===== config.mk =====
export PLATFORM = sky130hd
export DESIGN_NAME = mac_dot_sequencer_flat
export DESIGN_NICKNAME = d
export VERILOG_FILES = /design/src/rtl/mac_pkg.sv /design/src/rtl/mac_dot_sequencer_if.sv /design/src/rtl/mac_dot_sequencer.sv /design/src/flat_wrapper.sv
export SDC_FILE = /design/constraint.sdc
export NUM_CORES = 1
export LEC_CHECK = 0
export CORE_UTILIZATION = 39
export DETAILED_ROUTE_END_ITERATION = 12
export PLACE_DENSITY = 0.84
export SETUP_SLACK_MARGIN = 0.3
export SLEW_MARGIN = 30
export SYNTH_ARGS = -nofsm -noshare
export SYNTH_HDL_FRONTEND = slang
export SYNTH_SLANG_ARGS = --single-unit

===== constraint.sdc =====
create_clock -name clk -period 2.4 [get_ports clk]
set_input_delay 0.48 -clock clk [delete_from_list [all_inputs] [get_ports clk]]
set_output_delay 0.48 -clock clk [all_outputs]
set_load 0.01 [all_outputs]

===== src/rtl/mac_pkg.sv =====
// Shared types and sizing for the MAC dot-product sequencer.
// Sizing constants are kept here so the interface and the sequencer always agree.
package mac_pkg;

  localparam int DW      = 32;
  localparam int LENW    = 16;
  localparam int MAC_LAT = 1;
  localparam int ACC_W   = 2 * DW;

  typedef enum logic [2:0] {
    ST_IDLE,
    ST_CLEAR,
    ST_STREAM,
    ST_DRAIN,
    ST_DONE
  } state_e;

endpackage


===== src/rtl/mac_dot_sequencer_if.sv =====
// Command, operand, MAC-side and result signals of the dot-product sequencer.
// The sequencer takes the slave view; the environment takes the master view.
interface mac_dot_sequencer_if;
  import mac_pkg::*;

  logic             cmd_valid;
  logic             cmd_ready;
  logic [LENW-1:0]  cmd_len;

  logic             op_valid;
  logic             op_ready;
  logic [DW-1:0]    op_a;
  logic [DW-1:0]    op_b;

  logic             mac_reset;
  logic [DW-1:0]    mac_a;
  logic [DW-1:0]    mac_b;
  logic [ACC_W-1:0] mac_acc;

  logic             res_valid;
  logic             res_ready;
  logic [ACC_W-1:0] res_data;

  modport slave (
    input  cmd_valid, cmd_len, op_valid, op_a, op_b, mac_acc, res_ready,
    output cmd_ready, op_ready, mac_reset, mac_a, mac_b, res_valid, res_data
  );

  modport master (
    output cmd_valid, cmd_len, op_valid, op_a, op_b, mac_acc, res_ready,
    input  cmd_ready, op_ready, mac_reset, mac_a, mac_b, res_valid, res_data
  );

endinterface


===== src/rtl/mac_dot_sequencer.sv =====
// Sequences one dot-product command into the MAC: clear, stream N pairs, drain
// the MAC pipeline, then hold the captured accumulator until the consumer takes it.
//
// state  | meaning
// IDLE   | waiting for a command; length latched on accept
// CLEAR  | one cycle; schedules the single-cycle MAC clear
// STREAM | accepts operand pairs until the remaining count runs out
// DRAIN  | MAC_LAT+1 cycles of zero operands; accumulator captured on the last
// DONE   | result held valid until res_ready
module mac_dot_sequencer
  import mac_pkg::*;
(
  input  logic                clk,
  input  logic                reset,
  mac_dot_sequencer_if.slave  bus
);

  localparam int DRW = $clog2(MAC_LAT + 1) + 1;

  state_e           state_q;
  logic [LENW-1:0]  rem_q;
  logic [DRW-1:0]   drain_q;
  logic             mac_reset_q;
  logic [DW-1:0]    mac_a_q;
  logic [DW-1:0]    mac_b_q;
  logic             res_valid_q;
  logic [ACC_W-1:0] res_data_q;

  always_ff @(posedge clk) begin
    if (reset) begin
      state_q     <= ST_IDLE;
      rem_q       <= '0;
      drain_q     <= '0;
      mac_reset_q <= 1'b1;
      mac_a_q     <= '0;
      mac_b_q     <= '0;
      res_valid_q <= 1'b0;
      res_data_q  <= '0;
    end else begin
      // Idle operand cycles feed zeros so the accumulator holds its value.
      mac_reset_q <= 1'b0;
      mac_a_q     <= '0;
      mac_b_q     <= '0;
      unique case (state_q)
        ST_IDLE: begin
          if (bus.cmd_valid) begin
            rem_q   <= bus.cmd_len;
            state_q <= ST_CLEAR;
          end
        end
        ST_CLEAR: begin
          mac_reset_q <= 1'b1;
          drain_q     <= DRW'(MAC_LAT);
          state_q     <= (rem_q == '0) ? ST_DRAIN : ST_STREAM;
        end
        ST_STREAM: begin
          if (bus.op_valid) begin
            mac_a_q <= bus.op_a;
            mac_b_q <= bus.op_b;
            rem_q   <= rem_q - 1'b1;
            if (rem_q == LENW'(1)) state_q <= ST_DRAIN;
          end
        end
        ST_DRAIN: begin
          if (drain_q == '0) begin
            res_data_q  <= bus.mac_acc;
            res_valid_q <= 1'b1;
            state_q     <= ST_DONE;
          end else begin
            drain_q <= drain_q - 1'b1;
          end
        end
        ST_DONE: begin
          if (bus.res_ready) begin
            res_valid_q <= 1'b0;
            state_q     <= ST_IDLE;
          end
        end
        default: state_q <= ST_IDLE;
      endcase
    end
  end

  assign bus.cmd_ready = (state_q == ST_IDLE);
  assign bus.op_ready  = (state_q == ST_STREAM);
  assign bus.mac_reset = mac_reset_q;
  assign bus.mac_a     = mac_a_q;
  assign bus.mac_b     = mac_b_q;
  assign bus.res_valid = res_valid_q;
  assign bus.res_data  = res_data_q;

endmodule


===== src/flat_wrapper.sv =====
// flat-port wrapper written by rule: the top's interface ports become plain ports
module mac_dot_sequencer_flat import mac_pkg::*;
  (clk, reset, bus_cmd_valid, bus_cmd_len, bus_op_valid, bus_op_a, bus_op_b, bus_mac_acc, bus_res_ready, bus_cmd_ready, bus_op_ready, bus_mac_reset, bus_mac_a, bus_mac_b, bus_res_valid, bus_res_data);
  mac_dot_sequencer_if bus_i ();
  input  logic clk;
  input  logic reset;
  input wire logic [$bits(bus_i.cmd_valid)-1:0] bus_cmd_valid;
  input wire logic [$bits(bus_i.cmd_len)-1:0] bus_cmd_len;
  input wire logic [$bits(bus_i.op_valid)-1:0] bus_op_valid;
  input wire logic [$bits(bus_i.op_a)-1:0] bus_op_a;
  input wire logic [$bits(bus_i.op_b)-1:0] bus_op_b;
  input wire logic [$bits(bus_i.mac_acc)-1:0] bus_mac_acc;
  input wire logic [$bits(bus_i.res_ready)-1:0] bus_res_ready;
  output wire logic [$bits(bus_i.cmd_ready)-1:0] bus_cmd_ready;
  output wire logic [$bits(bus_i.op_ready)-1:0] bus_op_ready;
  output wire logic [$bits(bus_i.mac_reset)-1:0] bus_mac_reset;
  output wire logic [$bits(bus_i.mac_a)-1:0] bus_mac_a;
  output wire logic [$bits(bus_i.mac_b)-1:0] bus_mac_b;
  output wire logic [$bits(bus_i.res_valid)-1:0] bus_res_valid;
  output wire logic [$bits(bus_i.res_data)-1:0] bus_res_data;
  assign bus_i.cmd_valid = bus_cmd_valid;
  assign bus_i.cmd_len = bus_cmd_len;
  assign bus_i.op_valid = bus_op_valid;
  assign bus_i.op_a = bus_op_a;
  assign bus_i.op_b = bus_op_b;
  assign bus_i.mac_acc = bus_mac_acc;
  assign bus_i.res_ready = bus_res_ready;
  assign bus_cmd_ready = bus_i.cmd_ready;
  assign bus_op_ready = bus_i.op_ready;
  assign bus_mac_reset = bus_i.mac_reset;
  assign bus_mac_a = bus_i.mac_a;
  assign bus_mac_b = bus_i.mac_b;
  assign bus_res_valid = bus_i.res_valid;
  assign bus_res_data = bus_i.res_data;
  mac_dot_sequencer u_core (.clk(clk), .reset(reset), .bus(bus_i));
endmodule

==> impl_metrics.tcl, run 1 <==
set metrics [dict create \
    outcome "finished, final reports clean" \
    worstSetupPathType "flop to primary output" \
    worst_ep_arrival_time_ns 1.53 \
    path_clk_slew_ns 0.06 \
    antenna_found_initial 1 \
    crit_buf_inv 2 \
    cts_root_buf "clkbuf_16" \
    yosys.area.top_type_share 0.5641 \
    wl_per_cell_um 16.12 \
    num_rows 42 \
    grt_pass1_wl_um 26840 \
    powerDensity_mw_per_mm2 773.8 \
    die_h_um 119.2 \
    track_usage 0.2445 \
    rr_startpoint "u_core.rem_q[1]$_SDFFE_PP0P_" \
    die_w_um 119.2 \
    tightestPinTransition_ns 0.6064 \
    synth_seq_cells 151 \
    final_common_cell "clkdlybuf4s50_1" \
    mostFrequentLayoutCells "277 x clkdlybuf4s50_1, 149 x dfxtp_1, 142 x nand2_1" \
    hold_viol 0 \
    synth_nets 758 \
    cp.required_ns 1.92 \
    setup_violations 0 \
    synth_flop_cell "dfxtp_1" \
    gr-total-overflow 0 \
    period_share 0.8366 \
    yosys_warnings 0 \
    initial_core_util 0.4015 \
    syn_avg_cell_area_um2 8.843 \
    portBuffers 280 \
    clock_skew_ns 0.007589 \
    area_delta_synth_final_pct 67.62 \
    syn-instance-count 606 \
    p_leak_nw 3.460 \
    crit_start "u_core.state_q[2]$_SDFFE_PP0P_" \
    path_delay_family "simple AND/OR/NAND/NOR gates" \
    clkLatencyLatePin_ns 0.42 \
    dp_slack_ns 0.3972 \
    grt_util_met2 0.4244 \
    yosys-top-cells-area "dfxtp_1 56%, nand2_1 9.9%, and3_1 7.7%" \
    cts_sinks 151 \
    drive_gt1_frac 0.07111 \
    min_period_ns 2.008 \
    fin_tns_setup_ns 0 \
    final_util 0.6729 \
    grt_max_degree 74 \
    cp-end-kind "primary output" \
    critPathMaxFanout 10 \
    synth_top_area_cell "dfxtp_1" \
    wirelength_um 17140 \
    hpwl_um 11990 \
    cts_setup_buffers 0 \
    die_area_mm2 0.01421 \
    drt_iter0_markers 271 \
    cts_buffers 17 \
    synth-edff-count 0 \
    slew_viol_final 0 \
    place.gp.congestion 0.8783 \
    ant_nets 0 \
    setup.worst_path.start_class "flop" \
    async_flop_share 0 \
    use_met1 0.2449 \
    fillers 1052 \
    cp_slowest_stage_delay_ns 0.43 \
    drt-pass1-iter-count 4 \
    crit_slowest_cell "or3b_4" \
    grt_use_met3 0.09962 \
    drv_cap 0 \
    grt_pass1_vias 5280 \
    cts_max_path_buffers 2 \
    drcViolationCount 0 \
    core-area_mm2 0.01335 \
    netlist_area_mm2 0.005359 \
    hp-class "input pin to flop" \
    vias 5325 \
    cts_tree "yes" \
    fmax_mhz 498.1 \
    vias_per_cell 5.009 \
    clock_tree.htree_level_count 4 \
    setup_ws_ns 0.3922 \
    top_usage_layer "met2" \
    yosysUniqueCellTypes 54 \
    slew_headroom 0.5926 \
    holdBufCountCts 0 \
    rsz0062_at_grt "no" \
    seq_area_frac_synth 0.5641 \
    whs_ns 0.3481 \
    fin_nets 1026 \
    peakVddDrop_uv 500.1 \
    ioPinCount 281 \
    path_cells "or3b_4, inv_2, dlygate4sd2_1" \
    hp-start "reset" \
]
[state kept, by name, summed over array words and instances, names as in the netlist]
register / count
u_core.bus.mac_a: 32
u_core.bus.mac_b: 32
u_core.bus.mac_reset: 1
u_core.bus.res_data: 64
u_core.bus.res_valid: 1
u_core.drain_q: 2
u_core.rem_q: 16
u_core.state_q: 3
[layout make-up]
class	instances	area [µm²]	area share
multi-input cells	400	2136	0.2378
repair buffers	297	2960	0.3296
clock inverters	11	145.1	0.01616
clock buffers	20	466.7	0.05196
diodes	1	2.502	0.0002786
flip-flops and latches	151	3025	0.3368
well taps	176	220.2	0.02452
inverters	7	26.28	0.002925
[worst reg2reg max path, stage by stage, from the launching register on]
cell and delay (ns):
dfxtp_1 0.34, inv_1 0.11, ha_1 0.21, nor3b_1 0.29
buf_4 0.23, nand4b_1 0.14, xor2_1 0.19, a221oi_1 0.29
[through the flow]
step,area [µm²],instances,total power [W]
after floorplan,5359,606,0.003537
after global routing,8982,1063,0.007258
after detailed placement,8363,1031,0.004225
after global placement,8363,1031,0.004204
final,8982,1063,0.006951
after CTS,8980,1062,0.006986
[final timing paths]
kind | end | depth (start not counted) | slack [ns]
worst max-delay path | bus_op_ready | 3 | 0.39
worst min-delay path | u_core.rem_q[8]$_SDFFE_PP0P_ | 2 | 0.35
worst max register to register | u_core.rem_q[12]$_SDFFE_PP0P_ | 7 | 0.49
worst min register to register | u_core.bus.res_data[49]$_SDFFE_PP0P_ | 2 | 0.45
[synth_stat cells, types with 3 or more instances]
master and count:
nor2_1 18, ha_1 3, nand2_1 142, and2_0 3, a21oi_1 80, nor4_1 3, nor3_1 6, a211oi_1 6
buf_2 6, nand4b_1 4, and3_1 66, inv_1 6, nand2b_1 6, dfxtp_1 151, o21ai_0 10, nand3_1 5
clkbuf_1 40
[where the power goes]
part | switching, W | internal, W | total [W]
Clock | 0.00103 | 0.00171 | 0.00274
Sequential | 0.000123 | 0.00267 | 0.00279
Combinational | 0.000707 | 0.000714 | 0.00142
Total | 0.00186 | 0.00509 | 0.00695
[repair_timing]
action / CTS / global route
endpoints found under the setup margin: 2 / 0
hold endpoints to repair: 0 / 0
gates resized for setup: 6 / 0
[cells by family after synthesis]
| logic type | synth area share |
|---|---|
| multiplexers | 0.007938 |
| adder cells (fa/ha/maj) | 0.007005 |
| AO/OA/AOI/OAI | 0.1303 |
| AND/OR/NAND/NOR | 0.2470 |
| XOR/XNOR | 0.001635 |
| flip-flops | 0.5641 |
| buffers and inverters | 0.04203 |
[routing by layer]
metal | vias to the layer above | part of all wire
met5 | - | 0
met4 | 0 | 0.041
met3 | 36 | 0.10
met2 | 253 | 0.49
met1 | 2429 | 0.37
li1 | 2607 | -
Power figures use the tool's default switching activity.
==> inputs of run 2 (changes only) <==
CORE_UTILIZATION = 36   (was 39)
PLACE_DENSITY = 0.82   (was 0.84)
clock period = 1.6 ns   (was 2.4 ns; I/O delays follow)
==> run 2 against run 1 <==
  * The run now ends with negative setup slack left
  * Sequential power grew 49%
  * Total power grew 68%
  * Sequential share of layout area shrank 2.3 points
  * Routed wire length grew 16%
  * Die area grew 8.2%
  * Largest cell class is now non-clock buffers
  * Largest power group is now clock
==> impl_metrics.tcl, run 2 (synthesis results as in run 1) <==
set metrics [dict create \
    outcome "finished with violations" \
    violations "negative setup slack" \
    die_h_um 124.0 \
    cp-end-kind "primary output" \
    wirelength_um 19950 \
    hp-class "input pin to flop" \
    fillers 1110 \
    num_antenna_cells 0 \
    drcViolationCount 0 \
    seq_area_mm2 0.003039 \
    grt_max_degree 71 \
    drv_cap 0 \
    ioPinCount 281 \
    hpwl_um 12110 \
    min_period_ns 1.675 \
    mostFrequentLayoutCells "147 x clkdlybuf4s50_1, 140 x dfxtp_1, 127 x nand2_1" \
    die_w_um 124.0 \
    clock_skew_ns 0.01028 \
    seqPwrFrac 0.355 \
    fin_nets 1088 \
    slew_headroom 0.7398 \
    drt_iter0_markers 296 \
    fmax_mhz 596.9 \
    clkLatencyLatePin_ns 0.42 \
    stdcell_area_mm2 0.009689 \
    setup_violations 37 \
    worstSetupPathType "flop to primary output" \
    hold_viol 0 \
    final_util 0.6667 \
    dpl.cell_count 1068 \
    setup_ws_ns -0.07531 \
    cts_max_path_buffers 2 \
    die_area_mm2 0.01538 \
    critPathMaxFanout 2 \
    peakVddDrop_uv 715.4 \
    tightestPinTransition_ns 0.3902 \
    vias 5680 \
    core-area_mm2 0.01453 \
    internal_power_w 0.008468 \
    largest_reg_flops 64 \
    instances_no_fill 1131 \
    final_common_cell "clkdlybuf4s50_1" \
    powerDensity_mw_per_mm2 1204 \
    grt_pass1_vias 5442 \
    place.gp.congestion 0.8879 \
    p_leak_nw 4.172 \
    worst_ep_arrival_time_ns 1.36 \
    setup.worst_path.start_class "flop" \
    clock_tree.htree_level_count 4 \
    track_usage 0.2375 \
    p_sw_w 0.003198 \
    combPwrFrac 0.278 \
    cts_buffers 17 \
    grt_pass1_wl_um 27580 \
    p_clk_frac 0.366 \
    initial_core_util 0.3687 \
    area_delta_synth_final_pct 80.81 \
    cts_root_buf "clkbuf_16" \
    multi_input_area_mm2 0.002455 \
    fin_tns_setup_ns -1.503 \
    postPlaceCellArea_mm2 0.008697 \
    cts_tree "yes" \
    finalPower_w 0.01167 \
    antenna_found_initial 0 \
    period_share 1.047 \
    path_clk_slew_ns 0.06 \
    portBuffers 280 \
    rsz0062_at_grt "yes" \
    wl_per_cell_um 17.63 \
    rrSetupSlack_ns -0.06 \
    slew_viol_final 0 \
    cp.required_ns 1.28 \
    drt-pass1-iter-count 4 \
    vias_per_cell 5.022 \
    gr-total-overflow 0 \
    cts_sinks 151 \
    p_sw_frac 0.2742 \
    drive_gt1_frac 0.3305 \
    num_rows 44 \
    ant_nets 0 \
    holdBufCountCts 0 \
]
[run 2: cell types whose count changed in the layout (fill, tap and decap cells not counted), moves of 10 or more]
cell / change
clkbuf_2: +25
clkdlybuf4s15_2: +10
a21oi_2: +26
buf_2: +78
a21oi_1: -27
clkdlybuf4s50_1: -130
buf_4: +24
clkdlybuf4s15_1: +18
nand2_2: +15
buf_6: +17
nand2_1: -15
[run 2: path summary, 6_finish.rpt]
kind                                                            from  cells after the start                                    to
worst max-delay path                  u_core.state_q[1]$_SDFFE_PP0P_                      3                          bus_op_ready
worst max register to register        u_core.state_q[1]$_SDFFE_PP0P_                      4         u_core.rem_q[14]$_SDFFE_PP0P_
worst min-delay path                                           reset                      3        u_core.state_q[0]$_SDFFE_PP0P_
worst min register to register  u_core.bus.res_data[16]$_SDFFE_PP0P_                      2  u_core.bus.res_data[16]$_SDFFE_PP0P_
[run 2: layout make-up]
class,count,share of cell area
clock buffer,20,0.04726
clock inverter,10,0.01769
inverter,7,0.002970
multi-input combinational,400,0.2534
sequential,151,0.3137
tap,184,0.02376
timing repair buffer,359,0.3413
[run 2: power groups by stage]
stage | clock [W] | sequential, W | combinational, W
2_1_floorplan | 0 | 0.00429 | 0.00122
3_3_place_gp | 0 | 0.00420 | 0.00249
3_5_place_dp | 0 | 0.00421 | 0.00251
4_1_cts | 0.00431 | 0.00414 | 0.00284
5_1_grt | 0.00450 | 0.00418 | 0.00348
6_report | 0.00427 | 0.00415 | 0.00325
[run 2: worst max-delay path, cell delays in order (launching register included)]
cell     delay, ns
dfxtp_2       0.34
or3b_4        0.42
inv_4         0.08
buf_6         0.09
[run 2: per-stage QoR]
step / worst slack (ns) / hold slack, ns
finish: -0.07531 / 0.2929
global route: -0.1162 / 0.2789
CTS: -0.07501 / 0.2437
detailed placement: -0.1805 / 0.4453
global placement: -0.1740 / 0.4407
floorplan: 0.06384 / 0.4560
[run 2: routing by layer]
metal  part of all wire  global-route usage  vias up
li1                   -                   -     2737
met1               0.36              0.2503     2628
met2               0.51              0.4257      271
met3              0.092             0.08196       44
met4              0.035              0.1042        0
met5                  0                   0        -
[run 2: timing repair]
| item | CTS | global route |
|---|---|---|
| pin swaps | 12 | 26 |
| endpoints found under the setup margin | 278 | 214 |
| hold endpoints to repair | 0 | 0 |
| gates resized for setup | 461 | 109 |
| buffers inserted | 11 | 6 |
| gates cloned | 6 | 10 |
